**src/rtl/hazard_pkg.sv**
```systemverilog
`default_nettype none
// ============================================================================
//  Module      : hazard_pkg
//  Description : Shared types and constants for the hazard controller slice.
//                fwd_sel_t  - forwarding mux select encoding
//                hz_state_t - pipeline freeze FSM state encoding
//                HZ_REG_AW_DEF - default register address width
//  Revision    : 1.0 - initial release
// ============================================================================
package hazard_pkg;

   localparam int HZ_REG_AW_DEF = 5;

   typedef enum logic [1:0] {
      FWD_RF = 2'b00,
      FWD_W  = 2'b01,
      FWD_M  = 2'b10
   } fwd_sel_t;

   typedef enum logic [1:0] {
      RUN      = 2'd0,
      MC_WAIT  = 2'd1,
      MEM_WAIT = 2'd2
   } hz_state_t;

endpackage : hazard_pkg
`default_nettype wire

```
**src/rtl/hazard_ctrl_mc_if.sv**
```systemverilog
`default_nettype none
// ============================================================================
//  Module      : hazard_ctrl_mc_if
//  Description : Datapath <-> hazard controller signal bundle.
//                master : datapath side (drives stage info, receives controls)
//                slave  : hazard controller side
//                Inputs to controller : rs1D rs2D rs1E rs2E rdE rdM rdW,
//                  regWriteE/M/W, memReadE, pcSrcE, mcStartE, mcDone,
//                  dmemReqM, dmemReady
//                Outputs of controller: forwardAE/BE, stallF/D/E/M,
//                  flushD/E/M/W, mcErr, perfStallCnt/perfFlushCnt/perfMcCnt
//  Revision    : 1.0 - initial release
// ============================================================================
interface hazard_ctrl_mc_if #(
   parameter int REG_AW = hazard_pkg::HZ_REG_AW_DEF,
   parameter int PERF_W = 32
);
   logic [REG_AW-1:0] rs1D, rs2D, rs1E, rs2E, rdE, rdM, rdW;
   logic              regWriteE, regWriteM, regWriteW;
   logic              memReadE;
   logic              pcSrcE;
   logic              mcStartE;
   logic              mcDone;
   logic              dmemReqM;
   logic              dmemReady;

   logic [1:0]        forwardAE, forwardBE;
   logic              stallF, stallD, stallE, stallM;
   logic              flushD, flushE, flushM, flushW;
   logic              mcErr;
   logic [PERF_W-1:0] perfStallCnt, perfFlushCnt, perfMcCnt;

   modport master (
      output rs1D, rs2D, rs1E, rs2E, rdE, rdM, rdW,
      output regWriteE, regWriteM, regWriteW, memReadE, pcSrcE,
      output mcStartE, mcDone, dmemReqM, dmemReady,
      input  forwardAE, forwardBE,
      input  stallF, stallD, stallE, stallM,
      input  flushD, flushE, flushM, flushW,
      input  mcErr, perfStallCnt, perfFlushCnt, perfMcCnt
   );

   modport slave (
      input  rs1D, rs2D, rs1E, rs2E, rdE, rdM, rdW,
      input  regWriteE, regWriteM, regWriteW, memReadE, pcSrcE,
      input  mcStartE, mcDone, dmemReqM, dmemReady,
      output forwardAE, forwardBE,
      output stallF, stallD, stallE, stallM,
      output flushD, flushE, flushM, flushW,
      output mcErr, perfStallCnt, perfFlushCnt, perfMcCnt
   );
endinterface : hazard_ctrl_mc_if
`default_nettype wire

```
**src/rtl/hazard_fwd.sv**
```systemverilog
`default_nettype none
// ============================================================================
//  Module      : hazard_fwd
//  Description : EX-stage forwarding select for one source operand.
//                The younger producer (M) wins over W; x0 never forwards.
//  Ports       : rsE        - source register of the instruction in E
//                rdM, rdW   - destination registers in M and W
//                regWriteM/W- stage writes its destination
//                fwd        - FWD_M / FWD_W / FWD_RF
//  Revision    : 1.0 - initial release
// ============================================================================
module hazard_fwd
   import hazard_pkg::*;
#(
   parameter int REG_AW = HZ_REG_AW_DEF
) (
   input  logic [REG_AW-1:0] rsE,
   input  logic [REG_AW-1:0] rdM,
   input  logic [REG_AW-1:0] rdW,
   input  logic              regWriteM,
   input  logic              regWriteW,
   output fwd_sel_t          fwd
);

   always_comb begin
      fwd = FWD_RF;
      if (regWriteM && (rdM != '0) && (rdM == rsE)) begin
         fwd = FWD_M;
      end else if (regWriteW && (rdW != '0) && (rdW == rsE)) begin
         fwd = FWD_W;
      end
   end

endmodule : hazard_fwd
`default_nettype wire

```
**src/rtl/hazard_ctrl_mc.sv**
```systemverilog
`default_nettype none
// ============================================================================
//  Module      : hazard_ctrl_mc
//  Description : Hazard controller for the 5-stage core: EX forwarding,
//                load-use stall, branch flush, blocking multi-cycle unit and
//                data-memory wait states, with a multi-cycle watchdog.
//  Ports       : clk   - clock, rising edge
//                rst_n - asynchronous active-low reset
//                hz    - hazard_ctrl_mc_if.slave (stage info in, controls out)
//  Options     : HAZARD_PERF_EN - enables the three performance counters;
//                when undefined the perf outputs are tied to zero.
//  Revision    : 1.0 - initial release
// ============================================================================
module hazard_ctrl_mc
   import hazard_pkg::*;
#(
   parameter int REG_AW     = HZ_REG_AW_DEF,
   parameter int MC_MAX_CYC = 64,
   parameter int PERF_W     = 32
) (
   input  logic             clk,
   input  logic             rst_n,
   hazard_ctrl_mc_if.slave  hz
);

   localparam int WD_W = $clog2(MC_MAX_CYC + 1);
   localparam logic [WD_W-1:0] WD_MAX = WD_W'(MC_MAX_CYC);

   localparam logic [1:0] ST_RUN      = RUN;
   localparam logic [1:0] ST_MC_WAIT  = MC_WAIT;
   localparam logic [1:0] ST_MEM_WAIT = MEM_WAIT;

   // ------------------------------------------------------------------
   // Forwarding (independent of FSM state)
   // ------------------------------------------------------------------
   fwd_sel_t fwd_a, fwd_b;

   hazard_fwd #(.REG_AW(REG_AW)) u_fwd_a (
      .rsE       (hz.rs1E),
      .rdM       (hz.rdM),
      .rdW       (hz.rdW),
      .regWriteM (hz.regWriteM),
      .regWriteW (hz.regWriteW),
      .fwd       (fwd_a)
   );

   hazard_fwd #(.REG_AW(REG_AW)) u_fwd_b (
      .rsE       (hz.rs2E),
      .rdM       (hz.rdM),
      .rdW       (hz.rdW),
      .regWriteM (hz.regWriteM),
      .regWriteW (hz.regWriteW),
      .fwd       (fwd_b)
   );

   assign hz.forwardAE = fwd_a;
   assign hz.forwardBE = fwd_b;

   // ------------------------------------------------------------------
   // Freeze FSM and watchdog
   // ------------------------------------------------------------------
   logic [1:0]      state_d, state_q;
   logic [WD_W-1:0] wd_d, wd_q;
   logic            mc_err_d, mc_err_q;
   logic            load_use;
   logic            stall_f, stall_d, stall_e, stall_m;
   logic            flush_d, flush_e, flush_m, flush_w;

   // regWriteE is not needed: a load in E always writes its rd.
   assign load_use = hz.memReadE && (hz.rdE != '0) &&
                     ((hz.rdE == hz.rs1D) || (hz.rdE == hz.rs2D));

   always_comb begin
      state_d  = state_q;
      wd_d     = wd_q;
      mc_err_d = mc_err_q;
      stall_f  = 1'b0;
      stall_d  = 1'b0;
      stall_e  = 1'b0;
      stall_m  = 1'b0;
      flush_d  = 1'b0;
      flush_e  = 1'b0;
      flush_m  = 1'b0;
      flush_w  = 1'b0;

      case (state_q)
         ST_RUN: begin
            if (hz.dmemReqM && !hz.dmemReady) begin
               // Whole pipe freezes; a taken branch in E is re-seen later.
               stall_f = 1'b1;
               stall_d = 1'b1;
               stall_e = 1'b1;
               stall_m = 1'b1;
               flush_w = 1'b1;
               state_d = ST_MEM_WAIT;
            end else if (hz.mcStartE) begin
               // A result on the start cycle means no wait is needed.
               if (!hz.mcDone) begin
                  stall_f = 1'b1;
                  stall_d = 1'b1;
                  stall_e = 1'b1;
                  flush_m = 1'b1;
                  wd_d    = '0;
                  state_d = ST_MC_WAIT;
               end
            end else if (hz.pcSrcE) begin
               // Wrong-path instructions in D and E are squashed; any
               // load-use stall against them is moot.
               flush_d = 1'b1;
               flush_e = 1'b1;
            end else if (load_use) begin
               stall_f = 1'b1;
               stall_d = 1'b1;
               flush_e = 1'b1;
            end
         end

         ST_MC_WAIT: begin
            if (hz.mcDone) begin
               state_d = ST_RUN;
            end else begin
               stall_f = 1'b1;
               stall_d = 1'b1;
               stall_e = 1'b1;
               flush_m = 1'b1;
               if (wd_q != WD_MAX) begin
                  wd_d = wd_q + 1'b1;
               end
               // Error is flagged but the wait continues until mcDone or reset.
               if (wd_d == WD_MAX) begin
                  mc_err_d = 1'b1;
               end
            end
         end

         ST_MEM_WAIT: begin
            if (hz.dmemReady) begin
               state_d = ST_RUN;
            end else begin
               stall_f = 1'b1;
               stall_d = 1'b1;
               stall_e = 1'b1;
               stall_m = 1'b1;
               flush_w = 1'b1;
            end
         end

         default: begin
            state_d = ST_RUN;
         end
      endcase
   end

   always_ff @(posedge clk or negedge rst_n) begin
      if (!rst_n) begin
         state_q  <= ST_RUN;
         wd_q     <= '0;
         mc_err_q <= 1'b0;
      end else begin
         state_q  <= state_d;
         wd_q     <= wd_d;
         mc_err_q <= mc_err_d;
      end
   end

   assign hz.stallF = stall_f;
   assign hz.stallD = stall_d;
   assign hz.stallE = stall_e;
   assign hz.stallM = stall_m;
   assign hz.flushD = flush_d;
   assign hz.flushE = flush_e;
   assign hz.flushM = flush_m;
   assign hz.flushW = flush_w;
   assign hz.mcErr  = mc_err_q;

   // ------------------------------------------------------------------
   // Performance counters (wrap naturally at 2**PERF_W)
   // ------------------------------------------------------------------
`ifdef HAZARD_PERF_EN
   logic              mc_enter;
   logic [PERF_W-1:0] perf_stall_d, perf_stall_q;
   logic [PERF_W-1:0] perf_flush_d, perf_flush_q;
   logic [PERF_W-1:0] perf_mc_d, perf_mc_q;

   assign mc_enter = (state_q == ST_RUN) && (state_d == ST_MC_WAIT);

   always_comb begin
      perf_stall_d = perf_stall_q + PERF_W'(stall_f);
      perf_flush_d = perf_flush_q + PERF_W'(flush_d);
      perf_mc_d    = perf_mc_q + PERF_W'(mc_enter);
   end

   always_ff @(posedge clk or negedge rst_n) begin
      if (!rst_n) begin
         perf_stall_q <= '0;
         perf_flush_q <= '0;
         perf_mc_q    <= '0;
      end else begin
         perf_stall_q <= perf_stall_d;
         perf_flush_q <= perf_flush_d;
         perf_mc_q    <= perf_mc_d;
      end
   end

   assign hz.perfStallCnt = perf_stall_q;
   assign hz.perfFlushCnt = perf_flush_q;
   assign hz.perfMcCnt    = perf_mc_q;
`else
   assign hz.perfStallCnt = {PERF_W{1'b0}};
   assign hz.perfFlushCnt = {PERF_W{1'b0}};
   assign hz.perfMcCnt    = {PERF_W{1'b0}};
`endif

endmodule : hazard_ctrl_mc
`default_nettype wire
```
**src/flat_wrapper.sv**
```systemverilog
// flat-port wrapper written by rule: the top's interface ports become plain ports
module hazard_ctrl_mc_flat import hazard_pkg::*;
#(
   parameter int REG_AW     = HZ_REG_AW_DEF,
   parameter int MC_MAX_CYC = 64,
   parameter int PERF_W     = 32
)
  (clk, rst_n, hz_rs1D, hz_rs2D, hz_rs1E, hz_rs2E, hz_rdE, hz_rdM, hz_rdW, hz_regWriteE, hz_regWriteM, hz_regWriteW, hz_memReadE, hz_pcSrcE, hz_mcStartE, hz_mcDone, hz_dmemReqM, hz_dmemReady, hz_forwardAE, hz_forwardBE, hz_stallF, hz_stallD, hz_stallE, hz_stallM, hz_flushD, hz_flushE, hz_flushM, hz_flushW, hz_mcErr, hz_perfStallCnt, hz_perfFlushCnt, hz_perfMcCnt);
  hazard_ctrl_mc_if #(.REG_AW(REG_AW), .PERF_W(PERF_W)) hz_i ();
  input  logic clk;
  input  logic rst_n;
  input wire logic [$bits(hz_i.rs1D)-1:0] hz_rs1D;
  input wire logic [$bits(hz_i.rs2D)-1:0] hz_rs2D;
  input wire logic [$bits(hz_i.rs1E)-1:0] hz_rs1E;
  input wire logic [$bits(hz_i.rs2E)-1:0] hz_rs2E;
  input wire logic [$bits(hz_i.rdE)-1:0] hz_rdE;
  input wire logic [$bits(hz_i.rdM)-1:0] hz_rdM;
  input wire logic [$bits(hz_i.rdW)-1:0] hz_rdW;
  input wire logic [$bits(hz_i.regWriteE)-1:0] hz_regWriteE;
  input wire logic [$bits(hz_i.regWriteM)-1:0] hz_regWriteM;
  input wire logic [$bits(hz_i.regWriteW)-1:0] hz_regWriteW;
  input wire logic [$bits(hz_i.memReadE)-1:0] hz_memReadE;
  input wire logic [$bits(hz_i.pcSrcE)-1:0] hz_pcSrcE;
  input wire logic [$bits(hz_i.mcStartE)-1:0] hz_mcStartE;
  input wire logic [$bits(hz_i.mcDone)-1:0] hz_mcDone;
  input wire logic [$bits(hz_i.dmemReqM)-1:0] hz_dmemReqM;
  input wire logic [$bits(hz_i.dmemReady)-1:0] hz_dmemReady;
  output wire logic [$bits(hz_i.forwardAE)-1:0] hz_forwardAE;
  output wire logic [$bits(hz_i.forwardBE)-1:0] hz_forwardBE;
  output wire logic [$bits(hz_i.stallF)-1:0] hz_stallF;
  output wire logic [$bits(hz_i.stallD)-1:0] hz_stallD;
  output wire logic [$bits(hz_i.stallE)-1:0] hz_stallE;
  output wire logic [$bits(hz_i.stallM)-1:0] hz_stallM;
  output wire logic [$bits(hz_i.flushD)-1:0] hz_flushD;
  output wire logic [$bits(hz_i.flushE)-1:0] hz_flushE;
  output wire logic [$bits(hz_i.flushM)-1:0] hz_flushM;
  output wire logic [$bits(hz_i.flushW)-1:0] hz_flushW;
  output wire logic [$bits(hz_i.mcErr)-1:0] hz_mcErr;
  output wire logic [$bits(hz_i.perfStallCnt)-1:0] hz_perfStallCnt;
  output wire logic [$bits(hz_i.perfFlushCnt)-1:0] hz_perfFlushCnt;
  output wire logic [$bits(hz_i.perfMcCnt)-1:0] hz_perfMcCnt;
  assign hz_i.rs1D = hz_rs1D;
  assign hz_i.rs2D = hz_rs2D;
  assign hz_i.rs1E = hz_rs1E;
  assign hz_i.rs2E = hz_rs2E;
  assign hz_i.rdE = hz_rdE;
  assign hz_i.rdM = hz_rdM;
  assign hz_i.rdW = hz_rdW;
  assign hz_i.regWriteE = hz_regWriteE;
  assign hz_i.regWriteM = hz_regWriteM;
  assign hz_i.regWriteW = hz_regWriteW;
  assign hz_i.memReadE = hz_memReadE;
  assign hz_i.pcSrcE = hz_pcSrcE;
  assign hz_i.mcStartE = hz_mcStartE;
  assign hz_i.mcDone = hz_mcDone;
  assign hz_i.dmemReqM = hz_dmemReqM;
  assign hz_i.dmemReady = hz_dmemReady;
  assign hz_forwardAE = hz_i.forwardAE;
  assign hz_forwardBE = hz_i.forwardBE;
  assign hz_stallF = hz_i.stallF;
  assign hz_stallD = hz_i.stallD;
  assign hz_stallE = hz_i.stallE;
  assign hz_stallM = hz_i.stallM;
  assign hz_flushD = hz_i.flushD;
  assign hz_flushE = hz_i.flushE;
  assign hz_flushM = hz_i.flushM;
  assign hz_flushW = hz_i.flushW;
  assign hz_mcErr = hz_i.mcErr;
  assign hz_perfStallCnt = hz_i.perfStallCnt;
  assign hz_perfFlushCnt = hz_i.perfFlushCnt;
  assign hz_perfMcCnt = hz_i.perfMcCnt;
  hazard_ctrl_mc #(.REG_AW(REG_AW), .MC_MAX_CYC(MC_MAX_CYC), .PERF_W(PERF_W)) u_core (.clk(clk), .rst_n(rst_n), .hz(hz_i));
endmodule
```
**config.mk**
```make
export PLATFORM = sky130hd
export DESIGN_NAME = hazard_ctrl_mc_flat
export DESIGN_NICKNAME = d
export VERILOG_FILES = /design/src/rtl/hazard_pkg.sv /design/src/rtl/hazard_ctrl_mc_if.sv /design/src/rtl/hazard_fwd.sv /design/src/rtl/hazard_ctrl_mc.sv /design/src/flat_wrapper.sv
export SDC_FILE = /design/constraint.sdc
export NUM_CORES = 1
export LEC_CHECK = 0
export ABC_CLOCK_PERIOD_IN_PS = 2300
export BUFFER_PORTS_ARGS = -buffer_cell sky130_fd_sc_hd__buf_2
export CORE_UTILIZATION = 39
export CTS_BUF_LIST = sky130_fd_sc_hd__clkbuf_16
export DETAILED_ROUTE_END_ITERATION = 8
export GPL_ROUTABILITY_DRIVEN = 0
export PLACE_DENSITY = 0.82
export SYNTH_ARGS = -nofsm -noshare
export SYNTH_HDL_FRONTEND = slang
export SYNTH_SLANG_ARGS = --single-unit
```
**constraint.sdc**
```tcl
create_clock -name clk -period 2.3 [get_ports clk]
set_input_delay 0.46 -clock clk [delete_from_list [all_inputs] [get_ports clk]]
set_output_delay 0.46 -clock clk [all_outputs]
set_load 0.01 [all_outputs]
```
==> metrics.txt, run 1 <==
synthesized flop and latch total=10; Crit path required time=1840 ps; drc violations=0; initial DRC count=76; share of cells above drive strength 1=26.2%; Vias=1449; leakage=1.04 nW; CP Class=input pin to primary output; status=completed; Post-Synth Adder-Cell Area=1.37%; CTS root buf=clkbuf_16; Gate Count Post-Synth=226; area delta synth->final=5.56%; post-synthesis xor/xnor area fraction=15.4%; Rel. slew slack=67.9%; worst vdd ir=0.000188 V; final setup vio count=0; Post-layout nets=335; largest net degree at the start of global routing=12; Post-Synth Simple-Gate Area=14.8%; total gr overflow=0; Core ar.=0.00441 mm2; die footprint=0.00495 mm2; final worst path period share=95.5%; diode count=0; post-synthesis compound-gate area fraction=9.95%; drt wl/cell=10.3 um; # rows=24; Avg Cell Area, Syn=8.07 um2; area of placed instances=0.00181 mm2; Final Critical Period=2200 ps; clock buffer depth=2; crit path max fanout=2; first-pass GRT wire length=5020 um; final hold vios=0; initial core utilization=41.3%; Die H=70.4 um; Crit. End Element=primary output; DRT Pass-1 Iters=4; WP data arrival=1740 ps; Tot GR Track Use=12.8%; Power per Cell Area=470 mW/mm2; fraction of registers with async set/reset=100%; Main synth FF type=dfrtp_1; Worst Tran Pin Value=470 ps; Worst Hold Class=input pin to asynchronous set/reset pin; DP HPWL=2980 um; Post-synth EDFFs=0; most frequent cells in the layout=conb_1, buf_2, xor2_1; clock sink count=10; mux cell area share after synthesis=1.65%; Setup WS pre-CTS=-102 ps; port buffer count=57; Worst-path clk slew=40 ps; Synth Cell Area=0.00182 mm2; Slew Limit Fails=0; R2R Path Start=u_core.wd_q[0]; max cap viols=0; Routed WL=3490 um; largest family of logic cells by synthesized area=buffers and inverters; H-Tree Depth=1; distinct cell type count of the synthesized netlist=43; RSZ-0062 raised after global routing=false; Worst-Skew Late Latency=240 ps; most common cell after layout, fill and taps aside=conb_1; Ys Warns=0; number of global-route vias before repair=1160; CTS tree=yes; Max Clock Freq=0.455 GHz; startpoint types=input pin; # IOs=155; Worst Setup SP=hz_rs1E[0]; TritonCTS buffer count=3; Fin Clk Skew=2.10 ps; antenna viol nets, final=0; die extent in x=70.4 um; fin area=0.00192 mm2; antenna violations before repair=0; register area share after synthesis=13.7%; final setup margin=103 ps; post-CTS setup buffer count=0; vias per cell=4.29
logic make-up after synthesis:
group | after synthesis
AO/OA/AOI/OAI | 24
XOR/XNOR | 32
adder cells (fa/ha/maj) | 2
buffers and inverters | 108
flip-flops | 10
multiplexers | 3
other | 1
AND/OR/NAND/NOR | 46
layout make-up:
class	instances	area, um2
tap	52	65.1
fill	453	2490
clock buffer	3	75.1
multi-input combinational	203	1180
inverter	6	22.5
clock inverter	1	3.75
sequential	10	250
timing repair buffer	63	330
cells in the mapped netlist (2+ instances only):
cell type  count  share of area, %
o211ai_1       2              0.82
or4_1          5               2.1
buf_4         98                40
o21ai_0        4               1.1
nor3_1         7               1.9
buf_2          2              0.55
nor4_1         5               1.7
a2111oi_0      2              0.96
mux2i_1        3               1.6
o21bai_1       2              0.82
xnor2_1        8               3.8
nor2_1         9               1.9
ha_1           2               1.4
nand3_1        4               1.1
o41ai_1        2              0.96
inv_1          6               1.2
o22ai_1        2              0.69
xor2_1        24                12
dfrtp_1       10                14
or2_2          2              0.69
nand2_1        5               1.0
final timing paths:
check / slack, ps / end / depth (start not counted)
worst min-delay path: 80 / u_core.wd_q[3] / 1
worst max register to register: 450 / u_core.wd_q[2] / 6
worst min register to register: 460 / u_core.hz.mcErr / 1
min in group clk: 410 / u_core.state_q[1] / 2
max in group asynchronous: 2030 / u_core.wd_q[5] / 1
worst max-delay path: 100 / hz_forwardAE[0] / 5
through the flow:
stage	std cells	utilization, %	hold slack [ps]	setup TNS (ps)	power (mW)
2_1_floorplan	321	-	164	0	0.594
3_3_place_gp	334	41.1	330	-60.6	0.573
3_5_place_dp	334	41.1	337	-146	0.584
4_1_cts	338	43.3	85.5	0	0.902
5_1_grt	338	43.6	87.8	0	0.965
6_report	338	43.6	77.9	0	0.905
flip-flops by register name (all words and copies together) (netlist names):
register,cells
u_core.hz.mcErr,1
u_core.state_q,2
u_core.wd_q,7
what timing repair did:
item / 4_1_cts / 5_1_grt
resized for setup: 4 / 3
pin swaps: 1 / 3
endpoints found under the setup margin: 2 / 3
hold buffers: 0 / 0
cloned: 0 / 0
worst max-delay path, stage by stage:
cell and delay, ps:
buf_2 110, xor2_1 150, or4_4 560, nor4_4 290, buf_2 170
report_power, final:
part           switching [mW]  leakage (nW)  total [mW]  internal (mW)
sequential             0.0346         0.135       0.231          0.197
combinational           0.219         0.869       0.364          0.145
clock                  0.0817        0.0385       0.310          0.228
metal layers:
layer	vias to the layer above	track usage [%]	wire, um	part of all wire [%]
met5	-	0	0	0
met4	0	7.11	55	1.6
met3	5	0.866	217	6.2
met2	91	24.8	1980	57
met1	664	13.4	1230	35
li1	689	-	-	-
(Power assumes the default switching activity.)
==> inputs of run 2 (changes only) <==
--- a/config.mk
+++ b/config.mk
@@ -12,6 +12,7 @@
 export DETAILED_ROUTE_END_ITERATION = 8
 export GPL_ROUTABILITY_DRIVEN = 0
 export PLACE_DENSITY = 0.82
+export SETUP_SLACK_MARGIN = 0.5
 export SYNTH_ARGS = -nofsm -noshare
 export SYNTH_HDL_FRONTEND = slang
 export SYNTH_SLANG_ARGS = --single-unit
==> run 2 against run 1 <==
Against the previous run:
- via count rose by 1.5%
- first-iteration DRC count shrank 22%
- final area is 11% higher
- combinational power up 25%
- sequential power hardly changed
- maximum frequency is 0.37% higher
- register-to-register slack improved by 100 ps
==> metrics.txt, run 2 (synthesized netlist as in run 1, its figures left out) <==
status=completed; setup TNS=0 ps (unchanged); die extent in x=70.4 um (unchanged); Worst Hold Class=input pin to asynchronous set/reset pin; first-pass GRT wire length=5750 um (+14%); largest reg by FF count=u_core.wd_q; antenna violations before repair=0 (unchanged); Core ar.=0.00441 mm2 (unchanged); RR Endpoint=u_core.wd_q[0]; Hold Buf Count CTS=0 (unchanged); initial DRC count=59 (-22%); Crit path required time=1840 ps (about the same); DRT Pass-1 Iters=4 (unchanged); CTS root buf=clkbuf_16; area delta synth->final=17.2%; CTS tree=yes; Cell Count Post-Placement=329 (-1.5%); startpoint types=input pin; Fin Clk Skew=1.23 ps (-0.865 ps); largest net degree at the start of global routing=11 (-1); Slew Limit Fails=0 (unchanged); port buffer count=57 (unchanged); fin util=48.4% (+4.8 points); die footprint=0.00495 mm2 (unchanged); final hold vios=0 (unchanged); clock sink count=10 (unchanged); # IOs=155 (unchanged); Routed WL=3950 um (+13%); Final Critical Period=2190 ps (-8.16 ps); clock buffer depth=2 (unchanged); most common cell after layout, fill and taps aside=conb_1; WP data arrival=1730 ps (about the same); drt wl/cell=11.5 um (+11%); antenna viol nets, final=0 (unchanged); number of global-route vias before repair=1295 (+12%); H-Tree Depth=1 (unchanged); TritonCTS buffer count=3 (unchanged); max cap viols=0 (unchanged); Worst-path clk slew=40 ps (about the same); Critical Path Sink=hz_forwardBE[0]; Worst-Skew Late Latency=240 ps (about the same); Max Clock Freq=0.457 GHz (+0.37%); drc violations=0 (unchanged); Worst Setup SP=hz_rdW[2]; DP HPWL=2980 um (-0.12%); Vias=1471 (+1.5%); CP Class=input pin to primary output; most frequent cells in the layout=conb_1, buf_2, xor2_1; Power per Cell Area=469 mW/mm2 (-0.25%); worst vdd ir=0.000232 V (+24%); final setup vio count=0 (unchanged); r2r setup slk=550 ps (+100 ps); Die H=70.4 um (unchanged); final worst path period share=95.2% (-0.35 points); Tot GR Track Use=14.5% (+1.7 points); diode count=0 (unchanged); vias per cell=4.28 (-0.25%); RSZ-0062 raised after global routing=true; Crit. End Element=primary output; total gr overflow=0 (unchanged); max FFs per register=7 (unchanged); Finished Layout Cells=344 (+1.8%); share of cells above drive strength 1=35.3% (+9.1 points); initial core utilization=41.3% (unchanged); # rows=24 (unchanged); Post-layout nets=341 (+1.8%); cell depth of the worst flop-to-flop path=7 (+1); crit path max fanout=3 (+1); leakage=1.11 nW (+6.7%); R2R Path Start=u_core.state_q[1]
==> run 2: what timing repair did <==
item,CTS,global route
pin swaps,5,6
endpoints found under the setup margin,12,15
setup buffers,7,4
gates resized for setup,22,16
==> run 2: power by group <==
part | switching [mW] | internal, mW
Clock | 0.0901 | 0.229
Combinational | 0.258 | 0.196
Sequential | 0.0302 | 0.199
==> run 2: stage by stage <==
stage          setup slack [ps]  total power, mW  cell area [um2]  hold slack, ps
2_1_floorplan               380            0.606             2230             164
3_3_place_gp                120            0.580             1830             329
3_5_place_dp                105            0.591             1830             342
4_1_cts                     113            0.959             2050            89.4
5_1_grt                    81.3             1.06             2140            94.4
6_report                    112             1.00             2140            78.0
==> run 2: layer usage <==
layer	GRT usage, %	up-vias	share of wire, %
met3	3.46	11	5.0
li1	-	699	-
met5	0	-	0
met4	5.78	0	2.4
met2	28.4	72	59
met1	14.3	689	34
==> run 2: layout make-up <==
type,count,area (um2)
Fill cell,426,2280
Multi-Input combinational cell,203,1300
Timing Repair Buffer,69,418
Sequential cell,10,254
Clock buffer,3,75.1
Tap cell,52,65.1
Inverter,6,22.5
Clock inverter,1,3.75
==> run 2: worst min path at each step <==
| stage | start | to | slack, ps | cells after the start |
|---|---|---|---|---|
| 2_1_floorplan | rst_n | u_core.hz.mcErr | 160 | 0 |
| 3_3_place_gp | rst_n | u_core.wd_q[2] | 330 | 1 |
| 3_5_place_dp | rst_n | u_core.wd_q[2] | 340 | 1 |
| 4_1_cts | rst_n | u_core.wd_q[4] | 90 | 1 |
| 5_1_grt | rst_n | u_core.wd_q[1] | 90 | 1 |
| 6_report | rst_n | u_core.wd_q[2] | 80 | 1 |
==> run 2: critical path, stage by stage <==
cell	delay, ps
buf_2	120
xor2_1	150
or4_4	540
nor4_4	280
buf_2	170
==> inputs of run 3 (changes only) <==
--- a/config.mk
+++ b/config.mk
@@ -12,6 +12,7 @@
 export DETAILED_ROUTE_END_ITERATION = 8
 export GPL_ROUTABILITY_DRIVEN = 0
 export PLACE_DENSITY = 0.82
+export REMOVE_ABC_BUFFERS = 1
 export SETUP_SLACK_MARGIN = 0.5
 export SYNTH_ARGS = -nofsm -noshare
 export SYNTH_HDL_FRONTEND = slang
==> run 3 against run 2 <==
Against the previous run:
- sequential cell count is the same
- hold slack improved by 7.1 ps
- critical path type unchanged
- critical endpoint unchanged
- cell count increased by 1.5%
- largest cell class unchanged
- largest power group unchanged
- combinational power rose by 15%
- critical path depth is the same
- routed wire length up 7.7%
- clock-buffer cell count unchanged
- non-clock buffer count rose by 5
- sequential power grew 7%
- power grew 7.5%
- sequential share of layout area is 0.34 points lower
==> metrics.txt, run 3 (synthesized netlist as in run 1, its figures left out) <==
Switching Share=37.6% (-0.17 points); RSZ-0062 raised after global routing=true; diode count=0 (unchanged); Vias=1563 (+6.3%); TritonCTS buffer count=3 (unchanged); Worst Hold Class=input pin to asynchronous set/reset pin; # rows=24 (unchanged); Worst-Skew Late Latency=240 ps (about the same); final setup vio count=0 (unchanged); Worst Setup SP=hz_rs2E[0]; Die H=70.4 um (unchanged); Crit path required time=1840 ps (about the same); DRT Pass-1 Iters=4 (unchanged); R2R Path Start=u_core.wd_q[0]; initial DRC count=31 (-47%); first-pass GRT wire length=6100 um (+6.1%); Hold Buf Count CTS=0 (unchanged); fin area=0.00221 mm2 (+3.5%); Flop pwr share=22.6% (-0.3 points); final hold vios=0 (unchanged); Core ar.=0.00441 mm2 (unchanged); die extent in x=70.4 um (unchanged); startpoint types=input pin; # IOs=155 (unchanged); die footprint=0.00495 mm2 (unchanged); Clock power frac=28.9% (-2.9 points); initial core utilization=41.3% (unchanged); Final Critical Period=2190 ps (-3.44 ps); setup TNS=0 ps (unchanged); antenna violations before repair=0 (unchanged); clock sink count=10 (unchanged); max cap viols=0 (unchanged); Tot GR Track Use=15.3% (+0.79 points); Power per Cell Area=488 mW/mm2 (+3.9%); Design Power=1.08 mW (+7.5%); share of cells above drive strength 1=36.4% (+1.1 points); drc violations=0 (unchanged); leakage=1.14 nW (+2.2%); largest net degree at the start of global routing=11 (unchanged); port buffer count=57 (unchanged); area of placed instances=0.00182 mm2 (-0.21%); Worst-path clk slew=40 ps (about the same); Routed WL=4250 um (+7.7%); Net Switching=0.405 mW (+7.0%); total gr overflow=0 (unchanged); Crit. End Element=primary output; drt wl/cell=12.2 um (+6.1%); H-Tree Depth=1 (unchanged); Fin Clk Skew=1.74 ps (+0.509 ps); clock buffer depth=2 (unchanged); most common cell after layout, fill and taps aside=conb_1; number of global-route vias before repair=1361 (+5.1%); status=completed; worst vdd ir=0.000286 V (+23%); Slew Limit Fails=0 (unchanged); vias per cell=4.48 (+4.7%); WP data arrival=1730 ps (about the same); antenna viol nets, final=0 (unchanged); final worst path period share=95.0% (-0.15 points); Post-layout nets=346 (+1.5%); area delta synth->final=21.3%; largest reg by FF count=u_core.wd_q; CTS tree=yes; crit path max fanout=2 (-1); DP HPWL=3030 um (+1.6%); CTS root buf=clkbuf_16; CP Class=input pin to primary output; Cell Int Power=0.673 mW (+7.8%); most frequent cells in the layout=conb_1, buf_2, xor2_1; Logic pwr share=48.5% (+3.2 points); r2r setup slk=480 ps (-70 ps); Max Clock Freq=0.458 GHz (+0.16%); max FFs per register=7 (unchanged)
## run 3: final cells by class
| cell class | instances | area (um2) |
|---|---|---|
| clock buffers | 3 | 75.1 |
| multi-input cells | 203 | 1300 |
| clock inverters | 1 | 3.75 |
| fillers | 399 | 2200 |
| flip-flops and latches | 10 | 255 |
| inverters | 6 | 22.5 |
| well taps | 52 | 65.1 |
| repair buffers | 74 | 493 |
## run 3: layer usage
metal / part of all wire, % / track usage [%]
met5: 0 / 0
met4: 4.9 / 7.11
met3: 8.0 / 3.03
met2: 55 / 31.2
met1: 32 / 13.9
## run 3: timing repair
item,4_1_cts,5_1_grt
pin swaps,11,10
setup endpoints to repair,10,15
cloned,0,0
setup buffers,5,5
gates resized for setup,31,27
## run 3: power groups by stage
| stage | Clock [mW] | Sequential [mW] | Combinational [mW] |
|---|---|---|---|
| 6_report | 0.312 | 0.244 | 0.522 |
| 5_1_grt | 0.321 | 0.246 | 0.572 |
| 4_1_cts | 0.315 | 0.231 | 0.407 |
| 3_5_place_dp | 0 | 0.231 | 0.356 |
| 3_3_place_gp | 0 | 0.231 | 0.341 |
| 2_1_floorplan | 0 | 0.224 | 0.241 |
## run 3: final timing paths
kind	end	depth (start not counted)
worst max-delay path	hz_forwardBE[0]	5
worst min-delay path	u_core.hz.mcErr	1
worst max register to register	u_core.wd_q[0]	8
worst min register to register	u_core.hz.mcErr	1
max in group asynchronous	u_core.wd_q[1]	1
min in group clk	u_core.state_q[1]	2
## run 3: worst max-delay path: stages
cell and delay [ps]:
buf_6 100, xor2_1 160, or4_1 540, nor4_2 290, buf_2 180
## run 3: through the flow
stage | setup slack (ps) | std cells | util (%) | hold slack [ps]
after floorplan | 86.7 | 219 | - | 164
after global placement | -124 | 335 | 41.3 | 333
after detailed placement | -133 | 335 | 41.3 | 336
after CTS | 125 | 344 | 46.5 | 86.9
after global routing | 69.4 | 349 | 50.1 | 103
final | 115 | 349 | 50.1 | 85.0
